--- src/rtl/ex_muldiv_unit.sv ---
// Iterative RV32M multiply/divide unit for the EX stage.
// Radix-2 shift-add multiply, restoring divide, one op in flight.
module ex_muldiv_unit #(
    parameter int DATA_WIDTH = 32,
    parameter int ADDR_WIDTH = 5,
    parameter int CNT_WIDTH  = 6
) (
    input  logic                  clk,
    input  logic                  rst_n,
    input  logic                  MD_Start,
    input  logic                  MD_Flush,
    input  logic [2:0]            EX_Funct3,
    input  logic [DATA_WIDTH-1:0] EX_Rs1_Data,
    input  logic [DATA_WIDTH-1:0] EX_Rs2_Data,
    input  logic [ADDR_WIDTH-1:0] EX_Rd_Addr,
    output logic                  MD_Busy,
    output logic                  MD_Done,
    output logic [DATA_WIDTH-1:0] MD_Result,
    output logic [ADDR_WIDTH-1:0] MD_Rd_Addr
);
    localparam int W = DATA_WIDTH;

    typedef enum logic [1:0] {IDLE, CALC, DONE} state_t;

    state_t                state_q;
    logic [CNT_WIDTH-1:0]  cnt_q;
    logic [2:0]            f3_q;
    logic [ADDR_WIDTH-1:0] rd_q;
    logic                  neg_q;
    logic [W-1:0]          hi_q, lo_q, opb_q;
    logic [W-1:0]          res_q;
    logic [ADDR_WIDTH-1:0] rd_out_q;
    logic                  done_q;

    logic          a_neg, b_neg, neg_d;
    logic [W-1:0]  mag_a, mag_b;
    logic          fast;
    logic [W-1:0]  fast_val;
    logic [W:0]    sum, trial;
    logic [W-1:0]  hi_d, lo_d;
    logic [2*W-1:0] prod;
    logic [W-1:0]  div_sel;
    logic [W-1:0]  final_val;

    // Operand decode, fast-path detection and one datapath iteration
    always_comb begin
        a_neg    = 1'b0;
        b_neg    = 1'b0;
        fast     = 1'b0;
        fast_val = '0;
        unique case (EX_Funct3)
            3'd0, 3'd1, 3'd4, 3'd6: begin
                a_neg = EX_Rs1_Data[W-1];
                b_neg = EX_Rs2_Data[W-1];
            end
            3'd2: a_neg = EX_Rs1_Data[W-1];
            default: ;
        endcase
        neg_d = (EX_Funct3[2] & EX_Funct3[1]) ? a_neg : (a_neg ^ b_neg);
        mag_a = a_neg ? (W'(0) - EX_Rs1_Data) : EX_Rs1_Data;
        mag_b = b_neg ? (W'(0) - EX_Rs2_Data) : EX_Rs2_Data;

        // Zero divisor and signed overflow bypass the iteration
        if (EX_Funct3[2]) begin
            if (EX_Rs2_Data == '0) begin
                fast     = 1'b1;
                fast_val = EX_Funct3[1] ? EX_Rs1_Data : '1;
            end else if (!EX_Funct3[0]
                         && EX_Rs1_Data == {1'b1, {(W-1){1'b0}}}
                         && EX_Rs2_Data == '1) begin
                fast     = 1'b1;
                fast_val = EX_Funct3[1] ? '0 : EX_Rs1_Data;
            end
        end

        sum   = {1'b0, hi_q} + (lo_q[0] ? {1'b0, opb_q} : '0);
        trial = {hi_q, lo_q[W-1]} - {1'b0, opb_q};
        if (f3_q[2]) begin
            if (!trial[W]) begin
                hi_d = trial[W-1:0];
                lo_d = {lo_q[W-2:0], 1'b1};
            end else begin
                hi_d = {hi_q[W-2:0], lo_q[W-1]};
                lo_d = {lo_q[W-2:0], 1'b0};
            end
        end else begin
            hi_d = sum[W:1];
            lo_d = {sum[0], lo_q[W-1:1]};
        end

        prod    = neg_q ? ((2*W)'(0) - {hi_d, lo_d}) : {hi_d, lo_d};
        div_sel = f3_q[1] ? hi_d : lo_d;
        if (f3_q[2])
            final_val = neg_q ? (W'(0) - div_sel) : div_sel;
        else if (f3_q[1:0] == 2'd0)
            final_val = prod[W-1:0];
        else
            final_val = prod[2*W-1:W];
    end

    // Stall while starting or iterating; flush releases the pipeline
    always_comb begin
        MD_Busy = ~MD_Flush
                & (((state_q == IDLE) & MD_Start) | (state_q == CALC));
    end

    assign MD_Done    = done_q;
    assign MD_Result  = res_q;
    assign MD_Rd_Addr = rd_out_q;

    // Control FSM, iteration registers and registered result
    always_ff @(posedge clk or negedge rst_n) begin
        if (!rst_n) begin
            state_q  <= IDLE;
            cnt_q    <= '0;
            f3_q     <= '0;
            rd_q     <= '0;
            neg_q    <= 1'b0;
            hi_q     <= '0;
            lo_q     <= '0;
            opb_q    <= '0;
            res_q    <= '0;
            rd_out_q <= '0;
            done_q   <= 1'b0;
        end else begin
            done_q <= 1'b0;
            if (MD_Flush) begin
                state_q <= IDLE;
                cnt_q   <= '0;
            end else begin
                unique case (state_q)
                    IDLE: if (MD_Start) begin
                        f3_q  <= EX_Funct3;
                        rd_q  <= EX_Rd_Addr;
                        neg_q <= neg_d;
                        cnt_q <= '0;
                        if (fast) begin
                            res_q    <= fast_val;
                            rd_out_q <= EX_Rd_Addr;
                            done_q   <= 1'b1;
                            state_q  <= DONE;
                        end else begin
                            hi_q    <= '0;
                            lo_q    <= mag_a;
                            opb_q   <= mag_b;
                            state_q <= CALC;
                        end
                    end
                    CALC: begin
                        hi_q  <= hi_d;
                        lo_q  <= lo_d;
                        cnt_q <= cnt_q + CNT_WIDTH'(1);
                        if (cnt_q == CNT_WIDTH'(W - 1)) begin
                            res_q    <= final_val;
                            rd_out_q <= rd_q;
                            done_q   <= 1'b1;
                            state_q  <= DONE;
                        end
                    end
                    DONE:    state_q <= IDLE;
                    default: state_q <= IDLE;
                endcase
            end
        end
    end
endmodule

--- config.mk ---
export PLATFORM = sky130hd
export DESIGN_NAME = ex_muldiv_unit
export DESIGN_NICKNAME = d
export VERILOG_FILES = /design/src/rtl/ex_muldiv_unit.sv
export SDC_FILE = /design/constraint.sdc
export NUM_CORES = 1
export LEC_CHECK = 0
export CAP_MARGIN = 20
export CORE_MARGIN = 2
export CORE_UTILIZATION = 44
export DETAILED_ROUTE_END_ITERATION = 8
export SYNTH_ARGS = -nofsm -noshare
export SYNTH_HDL_FRONTEND = slang
export SYNTH_SLANG_ARGS = --single-unit
--- constraint.sdc ---
create_clock -name clk -period 16.23 [get_ports clk]
set_input_delay 2.4345 -clock clk [delete_from_list [all_inputs] [get_ports clk]]
set_output_delay 2.4345 -clock clk [all_outputs]
set_load 0.05 [all_outputs]
## Word level (Yosys, flattened, before mapping)

Cells that the tools add are included.

| storage, ports and cells | value |
|---|---|
| register bits after elaboration | 151 |
| latch bits | 0 |
| bits in writable memories | 0 |
| memory bits (read-only) | 0 |
| logic and storage cells | 106 |
| memories | 0 |

| cells by class | value |
|---|---|
| add/subtract/negate cells | 7 |
| multipliers | 0 |
| divide/modulo/power cells | 0 |
| $lt $le $gt $ge | 0 |
| equality and inequality tests | 14 |
| shifts and indexed selects | 0 |
| mux-type cells | 50 |
| bitwise gates (word level) | 7 |
| reductions and logical operators | 17 |

Operator list:

| kind | count |
|---|---|
| 2-to-1 mux 32 bit | 22 |
| one-hot mux 32 bit (2 select lines) | 3 |
| subtractor 1 x 32 -> 32 bit (first input constant) | 3 |
| == test 32 bit (second input constant) | 2 |
| 2-to-1 mux 64 bit | 1 |
| subtractor 1 x 64 -> 64 bit (first input constant) | 1 |
| adder 32 x 32 -> 33 bit | 1 |
| subtractor 33 x 32 -> 33 bit | 1 |
| logical NOT 32 bit | 1 |
| 2-to-1 mux 5 bit | 3 |
| 2-to-1 mux 6 bit | 2 |
| one-hot mux 6 bit (2 select lines) | 1 |
| 2-to-1 mux 1 bit | 11 |
| one-hot mux 5 bit (2 select lines) | 1 |
| 2-to-1 mux 2 bit | 4 |
| AND reduction 4 bit | 2 |
| adder 6 x 1 -> 6 bit (second input constant) | 1 |
| == test 3 bit (second input constant) | 2 |
| == test 6 x 5 -> 1 bit (second input constant) | 1 |
| != test 2 bit (second input constant) | 3 |
| AND reduction 5 bit | 1 |
| OR reduction 5 bit | 1 |
| logical NOT 2 bit | 2 |
| one-hot mux 2 bit (2 select lines) | 1 |
| 19 further kinds | 24 |

## Longest topological paths before layout

Gate-level depths: netlist (run 1).

| depth | value |
|---|---|
| depth in word-level cells | 10 |
| gate-level depth with buffers | 27 |
| mapped depth without buffers | 24 |

## Worst setup path after synthesis (run 1)

No wires, ideal clock.

| timing path | value |
|---|---|
| path kind | input to register |
| start | input EX_Rs1_Data[6] |
| end | register lo_q[6] |
| setup time | 83 ps |
| arrival time | 5504 ps |
| data required time | 16147 ps |
| setup slack | 10643 ps |
| cell stages on the path | 12 |
| cells stage by stage | or4_1 or3_1 or3_1 nor4b_1 nand2_1 o21ai_1 nand2_1 o31ai_1 clkbuf_1 buf_2 nand2_1 o21ai_0 |

| on the way | value |
|---|---|
| cells in the longest elaborated chain, start to end | 8 |

RTL lines:

| what | line | source |
|---|---|---|
| start, declared | 13 | `input logic [DATA_WIDTH-1:0] EX_Rs1_Data,` |
| branches (longest 8 deep; another with subtractor 1 x 32 -> 32 bit) | n/a |  |
| end signal, assigned | 144 | `lo_q <= mag_a;` |
| end signal, assigned | 151 | `lo_q <= lo_d;` |
| end, declared | 30 | `logic [W-1:0] hi_q, lo_q, opb_q;` |

Several ways; the timed one is not identified. The select of a mux whose other input is x is not followed.
A chain may end at the register's enable or synchronous reset.

## Worst setup path after layout (run 1)

| timing path | value |
|---|---|
| start | input MD_Flush |
| end | output MD_Busy |

| on the way | value |
|---|---|
| cells in the longest elaborated chain, start to end | 2 |

RTL lines:

| what | line | source |
|---|---|---|
| start, declared | 11 | `input logic MD_Flush,` |
| inverter 1 bit (no line) | n/a |  |
| AND 1 bit | 104 | `& (((state_q == IDLE) & MD_Start) \| (state_q == CALC));` |
| end, declared | 16 | `output logic MD_Busy,` |

No other way between the ends.

==> impl_metrics.env, run 1 <==
export IMPL_end_kind="output pin"
export IMPL_first_pass_iters=6
export IMPL_rsz0062_at_grt="false"
export IMPL_critical_path_class="input pin to output pin"
export IMPL_crit_slowest_cell="clkdlybuf4s50_1"
export IMPL_synth_edff_count=0
export IMPL_cts_setup_buffers=0
export IMPL_pre_cts_slack_ps=8945
export IMPL_fin_ws_ps=9014
export IMPL_grt_pass1_wl_um=110600
export IMPL_slowest_delay_ps=850
export IMPL_synth_largest_area_cell="dfrtp_1"
export IMPL_status="completed"
export IMPL_postRouteAntennaNets=0
export IMPL_path_buf_inv=2
export IMPL_required_ps=13800
export IMPL_viasPerCell=6.469
export IMPL_clock_fmax_ghz=0.1386
export IMPL_avgSynthCellArea_um2=7.202
export IMPL_gr_total_overflow=0
export IMPL_post_dp_hpwl_um=55690
export IMPL_r2r_setup_slack_ps=10000
export IMPL_gp_congestion=0.9555
export IMPL_numCtsBuffers=17
export IMPL_post_drt_wl_per_cell_um=24.30
export IMPL_grt_max_degree=161
export IMPL_synth_seq_area_share_pct=21.48
export IMPL_root_buffer="clkbuf_16"
export IMPL_cts_tree="done"
export IMPL_htree_levels=4
export IMPL_post_cts_resized=0
export IMPL_synth_area_leaders="dfrtp_1, o21ai_0, a21oi_1"
export IMPL_port_buffers=114
export IMPL_hold_end="rd_q[4]$_DFFE_PN0P_"
export IMPL_whs_path_depth=2
export IMPL_min_period_ps=7216
export IMPL_netlist_instances=2443
export IMPL_fin_crit_sh_pct=44.46
export IMPL_hold_class="flip-flop to flip-flop"
export IMPL_ys_flop_type="dfrtp_1"
export IMPL_syn_to_final_growth_pct=11.85
export IMPL_power_leakage_nw=7.744
export IMPL_relSlewSlack_pct=14.12
export IMPL_syn_nets=2591
export IMPL_cts_hold_buf=0
export IMPL_route_detailed_drc=0
export IMPL_ys_async_sr_fraction_pct=100.0
export IMPL_routed_wl_um=72860
export IMPL_cp_top_family="buffers and inverters"
export IMPL_ys_warnings_count=0
export IMPL_rr_startpoint="lo_q[31]$_DFFE_PN0P_"
export IMPL_via_count=19390
export IMPL_yosysMostFrequentCell="nand2_1"
export IMPL_path_cells="clkdlybuf4s50_1 -> nor2_1 -> nand2_1 -> nand2_1 -> clkdlybuf4s50_1"
export IMPL_placementRows=73
export IMPL_insertion_delay_ps=510
export IMPL_cts_sinks=151
export IMPL_yosys_top_cells_count="nand2_1, nor2_1, o21ai_0, a21oi_1, dfrtp_1"
export IMPL_initial_core_util_pct=44.38
export IMPL_n_fill_cell=4079
export IMPL_layout_nets=2607
export IMPL_synth_distinct_cells=99
export IMPL_drtIter0Drc=1935
export IMPL_clk_pin_slew_ps=80
export IMPL_antenna_found_initial=1
export IMPL_ir_drop_mv=0.1162
export IMPL_worstPathArrival_ps=4780
export IMPL_start_kind="input pin"
export IMPL_path_max_fanout=19
export IMPL_power_density_nw_per_um2=142.4
export IMPL_syn_area_um2=17590
export IMPL_synth_top_area_share_pct=21.48
export IMPL_reg2regPathDepth=24
export IMPL_pin_count=115
export IMPL_grt_pass1_vias=18300
export IMPL_max_slew_worst_pin_slew_ps=1276
export IMPL_hold_viol_final=0
export IMPL_fp_coreArea_um2=39640
export IMPL_setup_viol=0
export IMPL_setup_tns_ps=0
export IMPL_layout_drive_gt1_share_pct=6.553
export IMPL_grt_usage_pct=35.01
export IMPL_hp_start="rd_q[4]$_DFFE_PN0P_"
export IMPL_fp_dieH_um=204.0
export IMPL_die_w_um=204.0
export IMPL_final_max_slew_viol_count=0
export IMPL_die_area_um2=41600
export IMPL_skew_ps=14.63
export IMPL_synth_seq_cells=151
export IMPL_r2r_end="MD_Result[22]$_DFFE_PN0P_"
export IMPL_cap_violations=0
export IMPL_clock_path_buffers=2
-- through the flow --
step	util (%)	instance area, um^2	power [mW]	hold slack [ps]	instances
finish	49.64	19680	2.803	482.0	2998
global route	49.64	19680	2.976	495.3	2997
floorplan	-	17590	1.777	441.8	2443
global placement	48.05	19050	2.325	458.2	2961
detailed placement	48.11	19070	2.335	462.6	2964
CTS	49.62	19670	2.765	482.2	2996
-- worst max-delay path by stage --
stage,from,endpoint,slack [ps],cells past startpoint
floorplan,EX_Rs1_Data[6],lo_q[6]$_DFFE_PN0P_,10640,12
global placement,MD_Flush,MD_Busy,9060,5
detailed placement,EX_Rs1_Data[6],MD_Result[20]$_DFFE_PN0P_,8940,17
CTS,MD_Flush,MD_Busy,9030,5
global route,MD_Flush,MD_Busy,8860,5
finish,MD_Flush,MD_Busy,9010,5
-- flip-flops by register name, summed over array words and instances, names as in the netlist --
name and count:
rd_q 5, MD_Rd_Addr 5, state_q 2, f3_q 3, cnt_q 6, hi_q 32, neg_q 1, MD_Result 32
opb_q 32, lo_q 32, MD_Done 1
-- cell families (layout without fill, tap and decap cells) --
| logic type | after synthesis | in the layout | share of synthesized area, % |
|---|---|---|---|
| buffers and inverters | 227 | 256 | 5.248 |
| DFF | 151 | 151 | 21.48 |
| and+or+nand+nor | 910 | 910 | 24.85 |
| muxes | 61 | 61 | 3.655 |
| other | 0 | 1 | 0 |
| adders and majority gates | 72 | 72 | 5.206 |
| AOI/OAI and AO/OA | 874 | 874 | 32.20 |
| xor gates and xnor gates | 148 | 148 | 7.367 |
-- layout by cell type, fill, tap and decap left out, drive strengths merged, types with 10 or more instances in the layout --
cell	netlist	layout
clkdlybuf4s50	0	113
inv	72	83
or4	13	13
nor4	22	22
nand2	270	270
a22o	24	24
a2111oi	14	14
o21a	18	18
ha	70	70
and2	47	47
o21ai	252	252
or3	39	39
clkbuf	98	17
dfrtp	151	151
a31oi	57	57
and3	12	12
o211ai	31	31
nand3	51	51
nand4	38	38
o22ai	13	13
mux2	23	23
mux2i	38	38
xnor2	75	75
nand2b	20	20
o31ai	34	34
buf	54	36
nor3	82	82
a211oi	40	40
a21o	24	24
o2111ai	10	10
a41oi	10	10
or2	19	19
o41ai	21	21
xor2	73	73
nor2	259	259
a21boi	11	11
a21oi	225	225
-- worst reg2reg max path, stage by stage, from the launching register on --
cell	delay, ps
dfrtp_1	440
inv_1	110
ha_1	160
inv_1	50
fa_1	450
a211oi_2	270
nor3_2	150
o21ai_1	380
a21boi_4	230
nor3_2	230
nor2_1	100
mux2i_1	250
ha_1	280
o2111ai_1	240
nor3_1	390
and2_1	210
nand2_1	90
nor2_1	160
o2111ai_1	220
nor4_1	610
nand3_1	360
o21ai_0	300
xor2_1	200
o2111ai_1	120
o211ai_1	160
-- power by group --
group / internal [mW] / leakage [nW] / switching, mW / total [mW]
Sequential: 0.440 / 1.94 / 0.115 / 0.555
Combinational: 0.611 / 5.51 / 1.21 / 1.83
Clock: 0.208 / 0.296 / 0.213 / 0.422
Total: 1.26 / 7.74 / 1.54 / 2.80
-- metal layers --
layer / part of all wire, % / GRT usage (%) / wire length, um / vias up
met5: 0 / 0 / 0 / -
li1: - / - / - / 9094
met2: 45 / 55.78 / 33090 / 748
met4: 4.4 / 15.81 / 3241 / 0
met3: 7.0 / 5.915 / 5083 / 154
met1: 43 / 46.43 / 31440 / 9398
-- final cells by class --
type	count	area, um^2	area share (%)
multi-input cells	2065	12940	65.74
flip-flops and latches	151	3785	19.23
repair buffers	149	1418	7.204
well taps	525	656.9	3.338
clock buffers	17	425.4	2.162
inverters	75	281.5	1.431
clock inverters	15	173.9	0.8838
diodes	1	2.502	0.01272
No activity file was read; power rests on OpenSTA's default activity.
==> run 2, diff against run 1 <==
==> constraint.sdc (replaced) <==
create_clock -name clk -period 7.3 [get_ports clk]
set_input_delay 1.095 -clock clk [delete_from_list [all_inputs] [get_ports clk]]
set_output_delay 1.095 -clock clk [all_outputs]
set_load 0.05 [all_outputs]
==> run 2 against run 1 <==
Final cell count grew 0.43%. Combinational power grew 130%. Via count grew 2.0%. Clock power grew 120%. Worst hold slack lost 5.2 ps. Register-to-register slack lost 9100 ps. Clock-buffer cell count is the same. Critical path depth grew 19. Sequential power grew 120%. Wire length grew 0.98%. Critical endpoint is now MD_Result[22]$_DFFE_PN0P_.
==> impl_metrics.env, run 2 (synthesis gave the netlist of run 1 again) <==
export IMPL_post_drt_wl_per_cell_um=24.43
export IMPL_ir_drop_mv=0.2252
export IMPL_status="completed"
export IMPL_first_pass_iters=9
export IMPL_cts_tree="done"
export IMPL_start_kind="flip-flop"
export IMPL_clock_path_buffers=2
export IMPL_relSlewSlack_pct=20.45
export IMPL_whs_path_depth=2
export IMPL_r2r_end="MD_Result[22]$_DFFE_PN0P_"
export IMPL_layout_commonest_cell="nand2_1"
export IMPL_fin_cells=3011
export IMPL_postRouteAntennaNets=0
export IMPL_mostFrequentLayoutCells="nand2_1, nor2_1, o21ai_0"
export IMPL_multi_input_area_um2=12940
export IMPL_r2r_setup_slack_ps=880
export IMPL_hold_end="rd_q[2]$_DFFE_PN0P_"
export IMPL_critical_path_class="flip-flop to flip-flop"
export IMPL_initial_core_util_pct=44.38
export IMPL_cts_setup_buffers=0
export IMPL_viasPerCell=6.569
export IMPL_required_ps=7670
export IMPL_setup_viol=0
export IMPL_post_cts_resized=0
export IMPL_fin_crit_sh_pct=87.93
export IMPL_gp_congestion=0.9783
export IMPL_reg2regPathDepth=24
export IMPL_dp_cells=2977
export IMPL_syn_to_final_growth_pct=12.30
export IMPL_pin_count=115
export IMPL_die_w_um=204.0
export IMPL_post_route_util_pct=49.84
export IMPL_fp_dieH_um=204.0
export IMPL_hold_class="flip-flop to flip-flop"
export IMPL_power_leakage_nw=7.785
export IMPL_path_max_fanout=10
export IMPL_post_dp_hpwl_um=56880
export IMPL_cap_violations=0
export IMPL_end_kind="flip-flop"
export IMPL_root_buffer="clkbuf_16"
export IMPL_grt_pass1_vias=18460
export IMPL_die_area_um2=41600
export IMPL_htree_levels=4
export IMPL_drtIter0Drc=2321
export IMPL_max_slew_worst_pin_slew_ps=1163
export IMPL_hp_start="rd_q[2]$_DFFE_PN0P_"
export IMPL_min_period_ps=6419
export IMPL_grt_max_degree=96
export IMPL_n_fill_cell=4011
export IMPL_power_density_nw_per_um2=317.7
export IMPL_layout_drive_gt1_share_pct=7.042
export IMPL_antenna_found_initial=3
export IMPL_route_detailed_drc=0
export IMPL_gr_total_overflow=0
export IMPL_cts_hold_buf=0
export IMPL_clock_fmax_ghz=0.1558
export IMPL_hold_viol_final=0
export IMPL_cts_sinks=151
export IMPL_via_count=19780
export IMPL_skew_ps=10.43
export IMPL_setup_tns_ps=0
export IMPL_final_max_slew_viol_count=0
export IMPL_routed_wl_um=73570
export IMPL_total_power_mw=6.278
export IMPL_grt_pass1_wl_um=112600
export IMPL_placementRows=73
export IMPL_numCtsBuffers=17
export IMPL_fp_coreArea_um2=39640
export IMPL_layout_nets=2620
export IMPL_rr_startpoint="lo_q[31]$_DFFE_PN0P_"
export IMPL_rsz0062_at_grt="false"
export IMPL_clk_pin_slew_ps=70
export IMPL_insertion_delay_ps=500
export IMPL_port_buffers=114
export IMPL_worstPathArrival_ps=6790
export IMPL_regArea_um2=3785
export IMPL_grt_usage_pct=35.48
## run 2: cell types whose count changed in the layout (fill, tap and decap cells not counted), sizes merged
cell and delta:
inv -6, clkinv +2, clkinvlp +3, bufinv +1, buf +13
## run 2: how the worst max path moves through the flow
stage,slack (ps),from,end,depth (start not counted)
3_5_place_dp,1120,lo_q[31]$_DFFE_PN0P_,MD_Result[22]$_DFFE_PN0P_,24
3_3_place_gp,1190,EX_Rs2_Data[9],MD_Result[10]$_DFFE_PN0P_,16
2_1_floorplan,1780,lo_q[31]$_DFFE_PN0P_,MD_Result[14]$_DFFE_PN0P_,27
4_1_cts,1090,lo_q[31]$_DFFE_PN0P_,MD_Result[22]$_DFFE_PN0P_,24
6_report,880,lo_q[31]$_DFFE_PN0P_,MD_Result[22]$_DFFE_PN0P_,24
5_1_grt,360,lo_q[31]$_DFFE_PN0P_,MD_Result[20]$_DFFE_PN0P_,24
## run 2: cell type report
cell class | instances | share of cell area (%)
Antenna cell | 1 | 0.01267
Clock buffer | 17 | 2.153
Clock inverter | 15 | 0.7346
Inverter | 75 | 1.425
Multi-Input combinational cell | 2065 | 65.47
Sequential cell | 151 | 19.16
Tap cell | 525 | 3.325
Timing Repair Buffer | 162 | 7.720
## run 2: metrics by stage
stage / hold slack (ps) / cell area, um^2 / setup slack (ps)
final: 476.8 / 19760 / 881.4
after detailed placement: 463.1 / 19180 / 1118
after global placement: 459.3 / 19170 / 1191
after floorplan: 441.8 / 17590 / 1782
after global routing: 503.9 / 19760 / 356.5
after CTS: 480.9 / 19750 / 1093
## run 2: critical path, cell delays in order, from the launching register on
cell and delay, ps:
dfrtp_1 440, inv_1 110, ha_1 170, inv_1 50, fa_1 430, a211oi_2 260, nor3_2 150, o21ai_1 370
a21boi_4 110, nor3_2 200, nor2_1 170, mux2i_1 290, ha_1 280, o2111ai_1 220, nor3_1 360, and2_1 220
nand2_1 280, nor2_1 250, o2111ai_1 230, nor4_1 540, nand3_1 400, o21ai_0 320, xor2_1 110, o2111ai_1 190
o211ai_1 110
## run 2: power breakdown
group          switching (mW)  internal (mW)  leakage [nW]
Clock                   0.439          0.474         0.271
Sequential              0.262          0.979          1.94
Combinational            2.73           1.39          5.58
Total                    3.44           2.84          7.79
## run 2: per-layer routing
layer / share of wire [%] / GRT usage (%) / up-vias
met3: 7.3 / 5.198 / 187
met5: 0.016 / 0 / -
met1: 43 / 48.07 / 9552
met2: 45 / 55.45 / 935
met4: 4.7 / 17.00 / 2
li1: - / - / 9104
==> RTL change (config.mk and constraints of run 2) <==
Encoding of `state_t`: now one-hot (3 bits for 3 states).
--- a/src/rtl/ex_muldiv_unit.sv
+++ b/src/rtl/ex_muldiv_unit.sv
@@ -20,7 +20,7 @@
 );
     localparam int W = DATA_WIDTH;
 
-    typedef enum logic [1:0] {IDLE, CALC, DONE} state_t;
+    typedef enum logic [2:0] {IDLE = 3'b001, CALC = 3'b010, DONE = 3'b100} state_t;
 
     state_t                state_q;
     logic [CNT_WIDTH-1:0]  cnt_q;
Function: same outputs for any inputs over 4 cycles, from zero or initial values and one cycle with rst_n low; so few cycles prove little.
==> RTL change against run 2 <==
Worst setup slack worse by 0.55 ns. Total power decreased by 13%. Non-clock buffer count increased by 1. Synthesized area increased by 1.3%. Wire length increased by 9.2%. Cell area is 1.5% higher. Combinational power shrank 23%. Sequential cell count is 1 higher. Via count increased by 1.2%. Count of clock-buffer cells in the layout grew 3. Critical path type unchanged. Critical endpoint is now MD_Result[26]. Largest power group unchanged. Highest routed layer is now met4.
==> RTL change: results (changes against run 2) <==
[detailed_routing]
drt_pass1_iterations = 6  ; -3
drtIter0Drc = 2309  ; -0.52%
wirelength_um = 80400  ; +9.2%
dr_wl_met3_um = 6810  ; +27%
vias = 20021  ; +1.2%
wl_met1_um = 34300  ; +8.1%
met2_length_um = 35800  ; +8.5%

[layout]
clock_buffers = 20  ; +3
n_all_inverters = 67  ; -11%
design_area_sq_um = 20100  ; +1.5%
final-seq-area_sq_um = 3810  ; +0.69%
multi_input_area_share_pct = 65.7  ; +0.24 points
nets = 2641  ; +0.80%
buffer_area_share_pct = 7.66  ; -0.064 points
antennaDiodeCount = 0  ; -1
drive_gt1_share_pct = 7.38  ; +0.34 points
nFillCells = 4066  ; +1.4%
clkCellAreaFrac_pct = 3.09  ; +0.21 points
signal_buffers = 163  ; +0.62%

[power]
ir_worst_vdd_mv = 0.192  ; -15%

[critical_path]
crit_end = MD_Result[26]
worstPathArrival_ns = 7.41  ; +0.62 ns
cp_max_fo = 12  ; +2
reg2reg_depth = 21  ; -13%
cp_slowest_cell = or4b_1
r2r_slack_ns = 0.33  ; -0.55 ns

[placement]
dp_hpwl_um = 62300  ; +9.6%
dpl_cell_area_sq_um = 19400  ; +1.3%
dp.cells = 2999  ; +0.74%

[run_status]
status = complete, no violations

[global_route]
grt_usage_pct = 38.2  ; +2.7 points
grt_use_met1_pct = 51.8  ; +3.7 points

[sta]
fin_skew_ns = 0.0141  ; +0.00372 ns
whs_ns = 0.481  ; +0.00446 ns
period_share_pct = 95.5  ; +7.6 points

[hold_path]
holdPathEnd = MD_Result[1]

[synthesis]
synth_compound_area_share_pct = 31.1  ; -1.1 points
ys_ff_latch = 152  ; +0.66%
synth_xor_area_share_pct = 7.57  ; +0.20 points
ys_types = 101  ; +2.0%
synth-adder-area-share_pct = 5.14  ; -0.067 points

[RTL change: changes by cell type in the layout (fill, tap and decap cells not counted), sizes merged, moves of 7 or more]
| cell | before | now |
|---|---|---|
| a21o | 24 | 35 |
| inv | 77 | 69 |
| nor2 | 259 | 241 |
| a21oi | 225 | 232 |
| and3 | 12 | 21 |
| or3 | 39 | 46 |
| o41ai | 21 | 12 |
| xnor2 | 75 | 87 |
| a31oi | 57 | 40 |
| a2111oi | 14 | 6 |
| mux2 | 23 | 41 |
[RTL change: kinds of logic (layout without fill, tap and decap cells)]
logic type               after synthesis  count (layout)
AND/OR/NAND/NOR                      920             920
multiplexers                          81              81
buffers and inverters                219             262
XOR/XNOR                             154             154
AO/OA/AOI/OAI                        865             865
adder cells (fa/ha/maj)               72              72
flip-flops                           152             152
[RTL change: power by group]
part	switching, mW	internal [mW]
logic	2.10	1.09
clock network	0.433	0.559
registers	0.240	1.02
